--- config.mk ---
export PLATFORM = sky130hd
export DESIGN_NAME = ppu_vbuf_page_sched
export DESIGN_NICKNAME = d
export VERILOG_FILES = /design/src/rtl/ppu_pkg.sv /design/src/rtl/ppu_toggle_sync.sv /design/src/rtl/ppu_vbuf_page_sched.sv
export SDC_FILE = /design/constraint.sdc
export NUM_CORES = 1
export LEC_CHECK = 0
export CELL_PAD_IN_SITES_DETAIL_PLACEMENT = 0
export CELL_PAD_IN_SITES_GLOBAL_PLACEMENT = 1
export CORE_MARGIN = 3
export CORE_UTILIZATION = 40
export CTS_CLUSTER_DIAMETER = 200
export CTS_CLUSTER_SIZE = 8
export DETAILED_ROUTE_END_ITERATION = 10
export PLACE_DENSITY_LB_ADDON = 0.1
export SKIP_CTS_REPAIR_TIMING = 1
export SLEW_MARGIN = 10
export SYNTH_ARGS = -nofsm -noshare
export SYNTH_HDL_FRONTEND = slang
export SYNTH_SLANG_ARGS = --single-unit
--- constraint.sdc ---
create_clock -name i_lcd_clk -period 3.65 [get_ports i_lcd_clk]
set_input_delay 0.365 -clock i_lcd_clk [delete_from_list [all_inputs] [get_ports i_lcd_clk]]
set_output_delay 0.365 -clock i_lcd_clk [all_outputs]
set_load 0.02 [all_outputs]
--- src/rtl/ppu_pkg.sv ---
// Shared definitions for the PPU video-buffer blocks: FSM encodings, default
// counter widths and the page-select reset value.
package ppu_pkg;

    localparam int unsigned VBS_W = 2;
    typedef logic [VBS_W-1:0] vbs_state_t;

    localparam vbs_state_t VBS_SHOW = 2'd0;
    localparam vbs_state_t VBS_PEND = 2'd1;
    localparam vbs_state_t VBS_SWAP = 2'd2;

    localparam int unsigned CNT_W_DEF = 16;
    localparam int unsigned OVR_W_DEF = 8;

    localparam logic VBUF_PAGE_RST = 1'b1;

endpackage

--- src/rtl/ppu_toggle_sync.sv ---
// Brings a toggle-encoded event into i_clk: 2-flop synchronizer, edge-detect
// flop, and a registered one-cycle pulse for each edge of i_tgl.
module ppu_toggle_sync (
    input  logic i_clk,
    input  logic i_rstn,
    input  logic i_tgl,
    output logic o_pulse
);

    logic r_meta;
    logic r_sync;
    logic r_prev;
    logic r_pulse;

    always_ff @(posedge i_clk or negedge i_rstn) begin
        if (!i_rstn) begin
            r_meta  <= 1'b0;
            r_sync  <= 1'b0;
            r_prev  <= 1'b0;
            r_pulse <= 1'b0;
        end else begin
            r_meta  <= i_tgl;
            r_sync  <= r_meta;
            r_prev  <= r_sync;
            r_pulse <= r_sync ^ r_prev;
        end
    end

    assign o_pulse = r_pulse;

endmodule

--- src/rtl/ppu_vbuf_page_sched.sv ---
// Double-buffer page scheduler: flips LCD/PPU pages only at an LCD frame
// boundary after a completed PPU frame, holds the PPU meanwhile, keeps stats.
module ppu_vbuf_page_sched
    import ppu_pkg::*;
#(
    parameter int unsigned CNT_W = CNT_W_DEF,
    parameter int unsigned OVR_W = OVR_W_DEF
) (
    input  logic             i_lcd_clk,
    input  logic             i_lcd_rstn,
    input  logic             i_ppu_frame_tgl,
    input  logic             i_lcd_frame_end,
    input  logic             i_enable,
    output logic             o_lcd_page,
    output logic             o_ppu_page,
    output logic             o_ppu_hold,
    output logic [CNT_W-1:0] o_swap_cnt,
    output logic [CNT_W-1:0] o_repeat_cnt,
    output logic [OVR_W-1:0] o_ovr_cnt,
    output logic [1:0]       o_state
);

    logic             w_done_raw;
    logic             w_done;
    vbs_state_t       r_state;
    vbs_state_t       w_nxt;
    logic             w_flip;
    logic             w_rep_inc;
    logic             w_ovr_inc;
    logic             r_lcd_page;
    logic             r_hold;
    logic [CNT_W-1:0] r_swap_cnt;
    logic [CNT_W-1:0] r_rep_cnt;
    logic [OVR_W-1:0] r_ovr_cnt;

    ppu_toggle_sync u_frame_sync (
        .i_clk   (i_lcd_clk),
        .i_rstn  (i_lcd_rstn),
        .i_tgl   (i_ppu_frame_tgl),
        .o_pulse (w_done_raw)
    );

    // The synchronizer keeps tracking while disabled; only its pulse is dropped.
    assign w_done = w_done_raw & i_enable;

    // State and registered outputs
    always_ff @(posedge i_lcd_clk or negedge i_lcd_rstn) begin
        if (!i_lcd_rstn) begin
            r_state    <= VBS_SHOW;
            r_lcd_page <= VBUF_PAGE_RST;
            r_hold     <= 1'b0;
            r_swap_cnt <= '0;
            r_rep_cnt  <= '0;
            r_ovr_cnt  <= '0;
        end else begin
            r_state <= w_nxt;
            r_hold  <= (w_nxt == VBS_PEND);
            if (w_flip) begin
                r_lcd_page <= ~r_lcd_page;
                r_swap_cnt <= r_swap_cnt + CNT_W'(1);
            end
            if (w_rep_inc && (r_rep_cnt != '1)) begin
                r_rep_cnt <= r_rep_cnt + CNT_W'(1);
            end
            if (w_ovr_inc && (r_ovr_cnt != '1)) begin
                r_ovr_cnt <= r_ovr_cnt + OVR_W'(1);
            end
        end
    end

    // Next state; SWAP behaves like SHOW so a done landing there is not lost
    always_comb begin
        w_nxt = r_state;
        if (!i_enable) begin
            w_nxt = VBS_SHOW;
        end else begin
            case (r_state)
                VBS_SHOW, VBS_SWAP: begin
                    if (w_done && i_lcd_frame_end) begin
                        w_nxt = VBS_SWAP;
                    end else if (w_done) begin
                        w_nxt = VBS_PEND;
                    end else begin
                        w_nxt = VBS_SHOW;
                    end
                end
                VBS_PEND: begin
                    if (i_lcd_frame_end) begin
                        w_nxt = VBS_SWAP;
                    end
                end
                default: w_nxt = VBS_SHOW;
            endcase
        end
    end

    // Update strobes for the page bit and statistics
    always_comb begin
        w_flip    = 1'b0;
        w_rep_inc = 1'b0;
        w_ovr_inc = 1'b0;
        w_flip    = (w_nxt == VBS_SWAP);
        w_rep_inc = i_lcd_frame_end & ~w_flip;
        w_ovr_inc = w_done & (r_state == VBS_PEND);
    end

    assign o_lcd_page   = r_lcd_page;
    assign o_ppu_page   = ~r_lcd_page;
    assign o_ppu_hold   = r_hold;
    assign o_swap_cnt   = r_swap_cnt;
    assign o_repeat_cnt = r_rep_cnt;
    assign o_ovr_cnt    = r_ovr_cnt;
    assign o_state      = r_state;

endmodule

==> reports/results.txt <==
maximum VDD drop -> 197 uV
Power Total -> 1.47 mW
Port Buf Inserts -> 49
Worst-Margin Slew -> 1.05 ns
Mapped Avg Cell Area -> 11.7 um^2
I/O pin cnt -> 50
Tcrit/Tclk final -> 0.521
# rows -> 25
CORE AREA -> 4880 um^2
initial antenna violation count -> 0
Ys Warns -> 0
main flop type after synthesis -> dfrtp_1
GRT Residual Overflow -> 0
die area -> 6110 um^2
layout cell share with drive strength beyond 1 -> 0.0601
slew margin rel. -> 0.302
worst path cell trace -> ha_1 > nand4_1 > nor4_1 > and3b_1 > mux2_4
Final Skew -> 0.00748 ns
Skew-Pair Late Insertion Delay -> 0.30 ns
mapped cell area -> 2080 um^2
Leakage -> 1.22 nW
number of failing hold endpoints at the final stage -> 0
WP data arrival -> 2.09 ns
area of the multi-input gates -> 861 um^2
Min Hold Slack -> 0.247 ns
TritonCTS Sinks -> 48
ANT nets after route -> 0
max-slew violations -> 0
Clock Path Buffers -> 2
register area -> 1200 um^2
worst stage delay on the critical path -> 0.41 ns
final setup violation count -> 0
Critical Path RT -> 3.84 ns
CTS clock-pin slew for the worst setup and hold paths -> 0.09 ns
Fmax achieved -> 526 MHz
# DRC -> 0
ANT cells -> 0
# placed instances -> 292
total number of vias -> 1,568
chip width -> 78.2 um
Startpoint Class -> flip-flop
initial core utilization -> 0.427
Buf/Inv on CP -> 0
flops & latches, synth -> 48
clock root cell -> clkbuf_8
Layout Nets -> 240
Unique masters post-synth -> 30
top cells by area, synth -> dfrtp_1 (56%), xnor2_1 (9.7%), xor2_1 (5.5%)
CTS H-tree lvls -> 2
first-pass GRT wire length -> 7500 um
Async SR Flop Fraction -> 1.00
Detailed Route Iter0 Violations -> 70
kind of critical path -> flip-flop to flip-flop
CP delay by family, top -> simple AND/OR/NAND/NOR gates
Final Non-Filler Cells -> 300
fill count -> 440
setup TNS -> 0 ns
DP Worst Slack -> 1.54 ns
area grow syn2layout -> 31.3%
total routed wirelength -> 4270 um
fin area -> 2740 um^2
die height -> 78.2 um
TritonCTS clock tree -> yes
TritonCTS buffer count -> 5
RSZ-0062 raised after global routing -> no
Syn Nets -> 186
number of synthesized flops with an enable pin -> 0
DP Area -> 2640 um^2
Mapped Cells -> 178
GPL Wtd Cong -> 0.792
dominant cell type by area after synthesis -> dfrtp_1
fin util -> 0.561
Worst Slack Setup Final -> 1.75 ns
status -> complete, no violations
dpl hpwl -> 3100 um
Tmin final -> 1.90 ns
Critical Path Fanout Max -> 6
R2R Setup Slk -> 1.75 ns
PwrDens -> 538 nW/um^2
vias in the first global route -> 1,620
drt first pass iters -> 6
sequential share of the synthesized area -> 0.577
GR Util All Layers -> 0.152
Hold/Removal Path Class -> primary input to async pin
Worst setup EP type -> flip-flop
vias per cell -> 5.23
WL per Instance -> 14.2 um
Synth top area share -> 0.564
crit path max-delay cell type -> dfrtp_1
largest net degree at the start of global routing -> 49
max cap viols -> 0
-- cell type report --
| type | count | area share |
|---|---|---|
| sequential | 48 | 0.439 |
| multi-input combinational | 125 | 0.314 |
| timing repair buffer | 49 | 0.177 |
| clock buffer | 7 | 0.0315 |
| tap | 67 | 0.0306 |
| inverter | 3 | 0.00411 |
| clock inverter | 1 | 0.00274 |
-- synthesized netlist by cell type, types with 2 or more instances --
library cell and count:
and3_1 8, nor3_2 2, nand3_1 12, nand4_1 12
mux2_1 3, xnor2_1 23, nor3b_1 2, nor2_1 8
dfrtp_1 47, nor3_1 3, inv_1 3, buf_2 2
ha_1 3, nand2b_1 3, xor2_1 13, nand2_1 20
-- layout by cell type (no fill, tap or decap), types with 2 or more instances in the layout --
cell / Yosys / layout
and3_1: 8 / 8
clkbuf_8: 0 / 6
clkdlybuf4s50_1: 0 / 48
dfrtp_1: 47 / 47
ha_1: 3 / 3
inv_1: 3 / 3
mux2_1: 3 / 3
nand2_1: 20 / 20
nand2b_1: 3 / 3
nand3_1: 12 / 12
nand4_1: 12 / 12
nor2_1: 8 / 8
nor3_1: 3 / 3
nor3_2: 2 / 2
nor3b_1: 2 / 2
xnor2_1: 23 / 23
xor2_1: 13 / 13
-- final timing paths --
| check | startpoint | end | cells past startpoint |
|---|---|---|---|
| setup / recovery | o_repeat_cnt[0] | o_repeat_cnt[1] | 5 |
| setup reg to reg | o_repeat_cnt[0] | o_repeat_cnt[1] | 5 |
| min in group i_lcd_clk | u_frame_sync.r_meta | u_frame_sync.r_sync | 0 |
| hold reg to reg | u_frame_sync.r_meta | u_frame_sync.r_sync | 0 |
| max in group asynchronous | i_lcd_rstn | o_repeat_cnt[10] | 1 |
| hold / removal | i_lcd_rstn | o_ovr_cnt[3] | 1 |
-- per-layer routing --
| layer | vias to the layer above | wire [um] | global-route usage |
|---|---|---|---|
| li1 | 720 | - | - |
| met1 | 804 | 1910 | 0.186 |
| met2 | 39 | 2120 | 0.265 |
| met3 | 5 | 184 | 0.0287 |
| met4 | 0 | 57 | 0.0577 |
| met5 | - | 0 | 0 |
-- kinds of logic (layout without fill, tap and decap cells) --
| family | Yosys count | count (layout) | share of synthesized area |
|---|---|---|---|
| simple gates | 75 | 75 | 0.193 |
| flops | 48 | 48 | 0.577 |
| fa+ha+maj | 3 | 3 | 0.0180 |
| xor+xnor | 36 | 36 | 0.151 |
| buf+inv | 5 | 60 | 0.0102 |
| compound gates | 7 | 7 | 0.0276 |
| mux | 4 | 4 | 0.0234 |
-- registers in the layout, summed over array words and instances (netlist names), 2 cells and up --
register	flops
o_state	2
o_swap_cnt	16
o_repeat_cnt	16
o_ovr_cnt	8
-- where the power goes --
part	total [mW]	switching, mW	internal [mW]
registers	0.712	0.0959	0.616
clock network	0.325	0.171	0.154
logic	0.437	0.214	0.222
total	1.47	0.481	0.993
Note: power is estimated with default switching activity, not from simulation.
==> variant 1: new RTL, config.mk and constraints unchanged <==
Set the package constant `CNT_W_DEF` to 24 (it was 16).
--- a/src/rtl/ppu_pkg.sv
+++ b/src/rtl/ppu_pkg.sv
@@ -9,7 +9,7 @@
     localparam vbs_state_t VBS_PEND = 2'd1;
     localparam vbs_state_t VBS_SWAP = 2'd2;
 
-    localparam int unsigned CNT_W_DEF = 16;
+    localparam int unsigned CNT_W_DEF = 24;
     localparam int unsigned OVR_W_DEF = 8;
 
     localparam logic VBUF_PAGE_RST = 1'b1;
Ports: changed (resized o_repeat_cnt and o_swap_cnt); port bits go from 50 to 66. The function was not compared with the original's and may differ.
==> variant 1 against the original RTL <==
Design area grew 39%. Wire length grew 34%. Global-route usage decreased by 0.52 points. Area after synthesis is 38% higher. Sequential power rose by 30%. Non-clock buffer count is 18 higher. Clock skew down 0.0028 ns. Count of clock-buffer cells in the layout grew 4. Die area is 35% higher. Power grew 32%. Worst setup slack got worse by 0.30 ns. Sequential cell count grew 16. Final cell count increased by 45%.
==> variant 1: results (changes against the original RTL) <==
INFO  metric status = complete, no violations
INFO  metric fillers = 609 (+38%)
INFO  metric seq_area_frac_synth = 55.82% (-1.9 points)
INFO  metric holdWs = 0.08003 ns (-0.1670 ns)
INFO  metric antenna_cells = 0 (unchanged)
INFO  metric timing.critical_path.slowest_stage_cell = sky130_fd_sc_hd__nor4_2
INFO  metric r2r-end = o_repeat_cnt[1]
INFO  metric yosys.cell_types.count = 31 (+3.3%)
INFO  metric maxSlewHeadroom = 53.72% (+24 points)
INFO  metric dp_cells = 419 (+43%)
INFO  metric clock_tree.htree_level_count = 3 (+1)
INFO  metric leakagePower = 0.001705 uW (+40%)
INFO  metric gpl.final_weighted_congestion = 0.7516 (-5.1%)
INFO  metric syn-mean-instance-area = 11.09 um2 (-5.3%)
INFO  metric critPathMaxFanout = 15 (+9)
INFO  metric worst-r2r-setup-slack = 1.45 ns (-0.30 ns)
INFO  metric post-synth-top-area-fraction = 54.90% (-1.5 points)
INFO  metric grtUsageTotal = 14.67% (-0.52 points)
INFO  metric first_iter_violations = 39 (-44%)
INFO  metric cp_data_arrival_time = 2.41 ns (+0.32 ns)
INFO  metric hold_path_class = input port to asynchronous set/reset pin
INFO  metric dr_total_vias = 2099 (+34%)
INFO  metric finalNetCount = 342 (+43%)
INFO  metric post_synth_main_area_contributors = sky130_fd_sc_hd__dfrtp_1 (55%), sky130_fd_sc_hd__xor2_1 (9.2%), sky130_fd_sc_hd__xnor2_1 (7.6%)
INFO  metric later_pin_clock_latency_in_the_skew_report = 0.33 ns (+0.03 ns)
INFO  metric io_buffers = 65 (+33%)
INFO  metric route.final.wire_length = 5733 um (+34%)
INFO  metric number_of_standard_cells_in_the_final_layout_excluding_fillers = 434 (+45%)
INFO  metric ctsLongestPathBuffers = 2 (unchanged)
INFO  metric power.ir.vdd_worst = 0.3121 mV (+58%)
INFO  metric post_dp_cell_area = 3645 um2 (+38%)
INFO  metric global_route_wire_length_before_repair = 9887 um (+32%)
INFO  metric grt_max_degree = 35 (-29%)
INFO  metric clkTransAtPathRegs = 0.07 ns (-0.02 ns)
INFO  metric syn_nets = 267 (+44%)
INFO  metric tritoncts.num_buffers = 9 (+4)
INFO  metric worst_path_largest_cell_delay = 0.54 ns (+0.13 ns)
INFO  metric worst-r2r-cell-count = 6 (+1)
INFO  metric root_buffer = sky130_fd_sc_hd__clkbuf_8
INFO  metric drt_pass1_iterations = 4 (-2)
INFO  metric launching_point_of_the_worst_reg2reg_path = o_repeat_cnt[16]
INFO  metric drive_above_1_share = 7.692% (+1.7 points)
INFO  metric hpwl = 4136 um (+34%)
INFO  metric clock_skew = 0.004719 ns (-0.002761 ns)
INFO  metric ys_top_cells_by_count = sky130_fd_sc_hd__dfrtp_1 (63), sky130_fd_sc_hd__xor2_1 (30), sky130_fd_sc_hd__nand2_1 (29)
variant 1: cell families (layout without fill, tap and decap cells):
family	count (synthesis)	in the layout	synth area share, %
mux	2	2	0.7843
buf+inv	14	93	1.917
compound gates	4	4	1.787
fa+ha+maj	3	3	1.307
flops	64	64	55.82
simple gates	117	117	21.61
xor+xnor	55	55	16.78
variant 1: through the flow:
stage | util (%) | worst slack, ns
CTS | 55.56 | 1.430
finish | 55.56 | 1.451
global route | 55.56 | 1.237
global placement | 53.06 | 1.307
floorplan | - | 1.661
detailed placement | 53.06 | 1.258
variant 1: worst max-delay path by stage:
stage / depth (start not counted) / to / from / slack, ns
2_1_floorplan: 5 / o_swap_cnt[23] / o_state[1] / 1.66
3_3_place_gp: 6 / o_swap_cnt[23] / i_enable / 1.31
3_5_place_dp: 6 / o_swap_cnt[18] / i_lcd_frame_end / 1.26
4_1_cts: 6 / o_repeat_cnt[1] / o_repeat_cnt[16] / 1.43
5_1_grt: 6 / o_repeat_cnt[1] / o_repeat_cnt[16] / 1.24
6_report: 6 / o_repeat_cnt[1] / o_repeat_cnt[16] / 1.45
variant 1: routing by layer:
| layer | share of wire, % | wire length, um | GRT usage (%) | vias to the layer above |
|---|---|---|---|---|
| li1 | - | - | - | 1035 |
| met1 | 49 | 2783 | 20.43 | 1013 |
| met2 | 45 | 2585 | 21.74 | 43 |
| met3 | 4.6 | 265 | 3.667 | 8 |
| met4 | 1.7 | 98 | 6.122 | 0 |
| met5 | 0 | 0 | 0 | - |
variant 1: power breakdown:
| group | internal, uW | switching [uW] | total, uW | leakage (uW) |
|---|---|---|---|---|
| Combinational | 244 | 247 | 492 | 0.000783 |
| Clock | 275 | 254 | 529 | 0.0000947 |
| Sequential | 807 | 120 | 927 | 0.000827 |
| Total | 1330 | 621 | 1950 | 0.00171 |
variant 1: area by class of cell:
cell class	count	area [um2]	share of cell area (%)
Timing Repair Buffer	67	660.6	17.31
Tap cell	96	120.1	3.148
Inverter	11	41.29	1.082
Multi-Input combinational cell	181	1220	31.97
Clock buffer	11	151.4	3.967
Sequential cell	64	1603	42.00
Clock inverter	4	20.02	0.5246
==> variant 2: new RTL, same flow settings <==
Without the edit above. The output `o_ppu_hold` loses its register stage (`r_hold` becomes a continuous assignment).
--- a/src/rtl/ppu_vbuf_page_sched.sv
+++ b/src/rtl/ppu_vbuf_page_sched.sv
@@ -48,13 +48,11 @@
         if (!i_lcd_rstn) begin
             r_state    <= VBS_SHOW;
             r_lcd_page <= VBUF_PAGE_RST;
-            r_hold     <= 1'b0;
             r_swap_cnt <= '0;
             r_rep_cnt  <= '0;
             r_ovr_cnt  <= '0;
         end else begin
             r_state <= w_nxt;
-            r_hold  <= (w_nxt == VBS_PEND);
             if (w_flip) begin
                 r_lcd_page <= ~r_lcd_page;
                 r_swap_cnt <= r_swap_cnt + CNT_W'(1);
@@ -67,6 +65,8 @@
             end
         end
     end
+
+    assign r_hold = (w_nxt == VBS_PEND);
 
     // Next state; SWAP behaves like SHOW so a done landing there is not lost
     always_comb begin
Behaviour: not the same (a bounded check fails within 4 cycles, from zero or initial values and one cycle with i_lcd_rstn low).
==> variant 2 against the original RTL <==
Fmax is 11% lower. Worst setup slack got worse by 0.23 ns. Design area shrank 1.4%. Sequential cell count fell by 1. Area after synthesis decreased by 1.2%. Wire length fell by 5.6%. Power fell by 2.8%. Largest cell class unchanged. First-iteration DRC count down 17%.
==> variant 2: results (changes against the original RTL) <==
INFO  metric hpwl = 3002 um (-3.1%)
INFO  metric clock_skew = 0.004209 ns (-0.003272 ns)
INFO  metric post_synth_main_area_contributors = sky130_fd_sc_hd__dfrtp_1 (56%), sky130_fd_sc_hd__xnor2_1 (9.8%), sky130_fd_sc_hd__xor2_1 (5.5%)
INFO  metric worst_path_largest_cell_delay = 0.61 ns (+0.20 ns)
INFO  metric maxSlewHeadroom = 32.86% (+2.7 points)
INFO  metric synth_fa_ha_area_share = 1.823% (+0.022 points)
INFO  metric drt_pass1_iterations = 4 (-2)
INFO  metric wl_per_cell = 13.49 um (-5.3%)
INFO  metric synth_compound_area_share = 2.795% (+0.034 points)
INFO  metric leakagePower = 0.001201 uW (-1.3%)
INFO  metric drive_above_1_share = 5.603% (-0.41 points)
INFO  metric muxShareOfSynthArea = 2.369% (+0.028 points)
INFO  metric route.final.wire_length = 4035 um (-5.6%)
INFO  metric grt_max_degree = 48 (-2.0%)
INFO  metric syn_nets = 185 (-0.54%)
INFO  metric postSynthCellCount = 177 (-0.56%)
INFO  metric synthXorXnorAreaFrac = 15.31% (+0.18 points)
INFO  metric global_route_wire_length_before_repair = 6920 um (-7.7%)
INFO  metric cp_data_arrival_time = 1.77 ns (-0.32 ns)
INFO  metric post-route-worst-setup-slack = 1.517 ns (-0.2324 ns)
INFO  metric dp_cells = 291 (-0.34%)
INFO  metric wirelength_met1 = 1800 um (-5.8%)
INFO  metric power.ir.vdd_worst = 0.3294 mV (+67%)
INFO  metric seq_area_frac_synth = 57.17% (-0.51 points)
INFO  metric first_global_vias = 1511 (-6.7%)
INFO  metric worst-r2r-setup-slack = 1.75 ns (about the same)
INFO  metric status = complete, no violations
INFO  metric timing_endpoint_of_the_critical_path = o_ppu_hold
INFO  metric met3WireLength = 195 um (+6.0%)
INFO  metric cp-startpoint = o_state[1]
INFO  metric grtUsageTotal = 14.34% (-0.86 points)
INFO  metric routed-wl-met2 = 1981 um (-6.5%)
INFO  metric timing.critical_path.slowest_stage_cell = sky130_fd_sc_hd__clkdlybuf4s50_1
INFO  metric finalNetCount = 239 (-0.42%)
INFO  metric post_dp_cell_area = 2619 um2 (-0.95%)
INFO  metric drt-vias-per-instance = 4.967 (-5.0%)
INFO  metric fillers = 437 (-0.68%)
INFO  metric switching_power_share_of_the_total = 32.83% (+0.20 points)
INFO  metric gpl.final_weighted_congestion = 0.7586 (-4.2%)
INFO  metric synth-warning-count = 0 (unchanged)
INFO  metric first_iter_violations = 58 (-17%)
INFO  metric critical-path-top-delay-family = buffers and inverters
INFO  metric ys_top_cells_by_count = sky130_fd_sc_hd__dfrtp_1 (46), sky130_fd_sc_hd__xnor2_1 (23), sky130_fd_sc_hd__nand2_1 (20)
-- variant 2: cell types whose count changed in the layout (fill, tap and decap cells not counted), sizes merged --
cell      unedited run  this run
clkinvlp             1         0
dfrtp               47        46
clkinv               0         1
-- variant 2: per-layer routing --
metal	vias to the layer above	track usage, %
met5	-	0
met4	0	5.338
met3	8	4.060
met2	35	23.37
met1	731	18.07
li1	711	-
-- variant 2: worst min path at each step --
stage,from,to,slack [ns],cells past startpoint
2_1_floorplan,i_lcd_rstn,o_ovr_cnt[0],0.07,0
3_3_place_gp,u_frame_sync.r_meta,u_frame_sync.r_sync,0.34,0
3_5_place_dp,u_frame_sync.r_meta,u_frame_sync.r_sync,0.35,0
4_1_cts,i_lcd_rstn,o_ovr_cnt[5],0.28,1
5_1_grt,i_lcd_rstn,o_swap_cnt[10],0.33,1
6_report,i_lcd_rstn,o_ovr_cnt[5],0.24,1
-- variant 2: area by class of cell --
class | count | area, um2 | share of cell area (%)
Multi-Input combinational cell | 125 | 860.8 | 31.88
Tap cell | 67 | 83.83 | 3.105
Inverter | 3 | 11.26 | 0.4171
Sequential cell | 47 | 1177 | 43.61
Clock buffer | 7 | 76.32 | 2.827
Clock inverter | 1 | 5.005 | 0.1854
Timing Repair Buffer | 49 | 485.5 | 17.98
-- variant 2: power by group through the flow --
| stage | clock network [uW] | registers [uW] | logic, uW |
|---|---|---|---|
| after floorplan | 0 | 790 | 139 |
| after global placement | 0 | 706 | 434 |
| after detailed placement | 0 | 711 | 443 |
| after CTS | 308 | 702 | 445 |
| after global routing | 326 | 720 | 470 |
| final | 294 | 701 | 437 |
